--- src/rtl/tx_serial_pkg.sv ---
// Shared types and line levels for the framed serial transmitter.
package tx_serial_pkg;

  typedef enum logic [1:0] {
    IDLE  = 2'b00,
    START = 2'b01,
    DATA  = 2'b10,
    STOP  = 2'b11
  } state_e;

  localparam logic LINE_IDLE = 1'b1;
  localparam logic START_BIT = 1'b0;
  localparam logic STOP_BIT  = 1'b1;

  // Counter width able to hold 0..n-1, never narrower than one bit.
  function automatic int unsigned cnt_width(int unsigned n);
    return (n > 1) ? $clog2(n) : 1;
  endfunction

endpackage

--- src/rtl/bit_timer.sv ---
// Divides the clock into serial bit periods; tick marks the last cycle of each bit.
module bit_timer
  import tx_serial_pkg::*;
#(
  parameter int unsigned DIV = 4
) (
  input  logic clk,
  input  logic reset,
  input  logic clear,
  output logic tick
);

  localparam int unsigned CW = cnt_width(DIV);

  logic [CW-1:0] div_cnt;

  assign tick = (div_cnt == CW'(DIV - 1));

  always_ff @(posedge clk or posedge reset) begin
    if (reset) begin
      div_cnt <= '0;
    end else if (clear || tick) begin
      div_cnt <= '0;
    end else begin
      div_cnt <= div_cnt + 1'b1;
    end
  end

endmodule

--- src/rtl/tx_serial4b.sv ---
// Parallel-in, serial-out transmitter: start bit, WIDTH data bits LSB-first, stop bit.
module tx_serial4b
  import tx_serial_pkg::*;
#(
  parameter int unsigned WIDTH = 4,
  parameter int unsigned DIV   = 4
) (
  input  logic             clk,
  input  logic             reset,
  input  logic [WIDTH-1:0] data_in,
  input  logic             valid,
  output logic             ready,
  output logic             tx,
  output logic             busy
);

  localparam int unsigned BW = cnt_width(WIDTH);

  state_e           state;
  logic [WIDTH-1:0] shreg;
  logic [WIDTH-1:0] shreg_nxt;
  logic [BW-1:0]    bit_cnt;
  logic             tick;
  logic             timer_clear;

  // Holding the timer clear while idle makes every frame start from div_cnt = 0.
  assign timer_clear = (state == IDLE);
  assign shreg_nxt   = shreg >> 1;
  assign busy        = ~ready;

  bit_timer #(
    .DIV(DIV)
  ) u_bit_timer (
    .clk  (clk),
    .reset(reset),
    .clear(timer_clear),
    .tick (tick)
  );

  always_ff @(posedge clk or posedge reset) begin
    if (reset) begin
      state   <= IDLE;
      shreg   <= '0;
      bit_cnt <= '0;
      tx      <= LINE_IDLE;
      ready   <= 1'b1;
    end else begin
      unique case (state)
        IDLE: begin
          if (valid) begin
            shreg   <= data_in;
            bit_cnt <= '0;
            state   <= START;
            tx      <= START_BIT;
            ready   <= 1'b0;
          end
        end
        START: begin
          if (tick) begin
            state <= DATA;
            tx    <= shreg[0];
          end
        end
        DATA: begin
          if (tick) begin
            shreg <= shreg_nxt;
            if (bit_cnt == BW'(WIDTH - 1)) begin
              bit_cnt <= '0;
              state   <= STOP;
              tx      <= STOP_BIT;
            end else begin
              bit_cnt <= bit_cnt + 1'b1;
              tx      <= shreg_nxt[0];
            end
          end
        end
        STOP: begin
          if (tick) begin
            state <= IDLE;
            tx    <= LINE_IDLE;
            ready <= 1'b1;
          end
        end
        default: state <= IDLE;
      endcase
    end
  end

endmodule

--- config.mk ---
export PLATFORM = sky130hd
export DESIGN_NAME = tx_serial4b
export DESIGN_NICKNAME = d
export VERILOG_FILES = /design/src/rtl/tx_serial_pkg.sv /design/src/rtl/bit_timer.sv /design/src/rtl/tx_serial4b.sv
export SDC_FILE = /design/constraint.sdc
export NUM_CORES = 1
export LEC_CHECK = 0
export ABC_AREA = 1
export ABC_CLOCK_PERIOD_IN_PS = 1800
export CAP_MARGIN = 25
export CELL_PAD_IN_SITES_DETAIL_PLACEMENT = 1
export CELL_PAD_IN_SITES_GLOBAL_PLACEMENT = 1
export CORE_MARGIN = 10
export CORE_UTILIZATION = 37
export CTS_CLUSTER_DIAMETER = 80
export DETAILED_ROUTE_END_ITERATION = 8
export PLACE_DENSITY_LB_ADDON = 0.1
export SKIP_CTS_REPAIR_TIMING = 1
export SYNTH_ARGS = -nofsm -noshare
export SYNTH_HDL_FRONTEND = slang
export SYNTH_HIERARCHICAL = 1
export SYNTH_SLANG_ARGS = --single-unit
--- constraint.sdc ---
create_clock -name clk -period 1.8 [get_ports clk]
set_clock_uncertainty 0.1 [all_clocks]
set_input_delay 0.27 -clock clk [delete_from_list [all_inputs] [get_ports clk]]
set_output_delay 0.27 -clock clk [all_outputs]
set_load 0.02 [all_outputs]
==> impl_metrics.toml <==
[placement]
place_congestion = 0.792
dp_cells = 128
dpl_worst_slack_ps = 167
place_area_um2 = 822
dp.final_hpwl_um = 1310
port_buffers = 9

[global_route]
grt_pass1_wl_um = 2800
grt.overflow.total = 0
grt_usage_pct = 8.71
grt_max_degree = 11
grt_pass1_vias = 656
antenna_found_initial = 0

[yosys]
synth_edf_count = 0
synth_seq_cells = 12
yosysSeqAreaShare_pct = 43.2
synth_area_um2 = 701
synth_area_leader_cell = "dfrtp_1"
synth_cells = 94
yosysWarningCount = 6
synthTopCellsByArea = "dfrtp_1 36%, nand2_1 21%, ha_1 11%, inv_1 8.0%, dfstp_2 7.5%"
post-synth-top-count-cell = "nand2_1"
syn_area_per_cell_um2 = 7.45
synth_top_area_share_pct = 35.7
synth_ff_type = "dfrtp_1"
ys_async_sr_fraction_pct = 100
syn-num-nets = 107
ys_top_cells_by_count = "39 x nand2_1, 15 x inv_1, 10 x dfrtp_1"
ys_types = 18

[cells_and_area]
fillCellCount = 240
drive_gt1_share_pct = 11.2
syn_to_final_growth_pct = 23.9
fin_nets = 121
stdcell_area_um2 = 868
antennaDiodeCount = 0
final_cells = 132

[clocking]
cts.sinks = 12
path_clk_slew_ps = 70
cts-root-buf = "clkbuf_4"
cts_buffers = 3
worstSkewPairLatency_ps = 270
tritoncts = "yes"
cts_buffer_depth = 2
htreeDepth = 1

[setup_path]
worst_setup_path_start_kind = "flop"
cp_max_fo = 7
reg2reg_depth = 7
worstSetupPathType = "reg2reg"
critPathCaptureType = "flop"
crit_arrival_ps = 1640
r2r_slack_ps = 230
worstReg2RegStart = "state[0]$_DFFE_PP0P_"
rr_endpoint = "shreg[1]$_DFFE_PP0P_"
required_ps = 1870

[timing]
clock.fmax_mhz = 637
period_needed_ps = 1570
grt_setup_unrepaired = "no"
slew_violations = 0
relSlewSlack_pct = 73.1
fin_ws_ps = 230
worst_pin_slew_ps = 402
hold_viol = 0
holdWs_ps = 68.9
setup_viol = 0
fin_crit_sh_pct = 87.2

[pwr]
power.density_nw_per_um2 = 1630
peakVddDrop_uv = 666
total_power_mw = 1.41
leakage_nw = 0.516

[job]
cap_violations = 0

[status]
outcome = "completed"

[die]
start_util_pct = 39.7
rows = 15
dieWidth_um = 63.5
die_area_um2 = 4030
die_y_um = 63.5
io_pins = 10
coreArea_um2 = 1760

[worst_hold_path]
hold_class = "in2async"

[detailed_routing]
antenna_left = 0
via_per_inst = 4.42
drt-pass1-iter-count = 4
vias = 583
avgRoutedWirePerCell_um = 11.9
drt_iter0_drc = 12
drc = 0
totalWireLength_um = 1580
worst max path at each step:
stage / startpoint / depth (start not counted) / slack (ps) / end
finish: state[0]$_DFFE_PP0P_ / 7 / 230 / shreg[1]$_DFFE_PP0P_
global route: state[0]$_DFFE_PP0P_ / 7 / 30 / shreg[3]$_DFFE_PP0P_
CTS: ready$_DFFE_PP1P_ / 1 / -20 / ready
detailed placement: valid / 8 / 170 / shreg[3]$_DFFE_PP0P_
global placement: valid / 8 / 210 / bit_cnt[1]$_DFFE_PP0P_
floorplan: state[0]$_DFFE_PP0P_ / 8 / 380 / shreg[3]$_DFFE_PP0P_
stage by stage:
stage          TNS (ps)  util (%)
2_1_floorplan         0         -
3_3_place_gp          0      46.6
3_5_place_dp          0      46.6
4_1_cts           -15.5      48.7
5_1_grt               0      49.2
6_report              0      49.2
where the power goes:
part | switching (mW) | leakage (nW) | total (mW) | internal [mW]
clock network | 0.0901 | 0.0210 | 0.213 | 0.123
registers | 0.0660 | 0.147 | 0.453 | 0.387
logic | 0.478 | 0.348 | 0.749 | 0.271
total | 0.634 | 0.516 | 1.41 | 0.781
sequential cells by signal (all words and copies together), names as in the netlist:
| register | cells |
|---|---|
| bit_cnt | 2 |
| ready | 1 |
| shreg | 4 |
| state | 2 |
| tx | 1 |
| u_bit_timer/div_cnt | 2 |
layer usage:
metal,share of wire (%),vias up,track usage [%]
met1,49,266,9.99
met2,48,6,13.7
met5,0,-,0
met4,0.89,0,4.92
met3,2.5,2,3.00
li1,-,309,-
logic make-up (layout without fill, tap and decap cells):
kind of cell	after synthesis	after routing	share of synthesized area [%]
flops	12	12	43.2
compound gates	6	6	4.64
simple gates	53	53	32.3
fa+ha+maj	6	6	10.7
buf+inv	17	30	9.11
area by class of cell:
class / count / area [um^2] / area share (%)
inverter: 17 / 63.8 / 7.35
multi-input combinational: 65 / 337 / 38.8
tap: 25 / 31.3 / 3.60
sequential: 12 / 303 / 34.9
timing repair buffer: 9 / 97.6 / 11.2
clock buffer: 4 / 36.3 / 4.18
placed cells by master, fill, tap and decap left out, drive strengths merged:
cell type and n:
dfstp 2, nand4 2, nand2 40, a21oi 1, clkbuf 4, o21ai 4, nor2 6, inv 17
dlymetal6s2s 3, clkdlybuf4s50 6, nand3 3, nor2b 1, ha 6, dfrtp 10, a21o 1, nor3 1
critical path, stage by stage, from the launching register on:
cell	delay [ps]
dfrtp_1	420
inv_1	100
ha_1	320
nor2_1	140
nor2_4	190
inv_2	80
nand2_1	70
nand2_1	50
No activity file was read; power rests on OpenSTA's default activity.
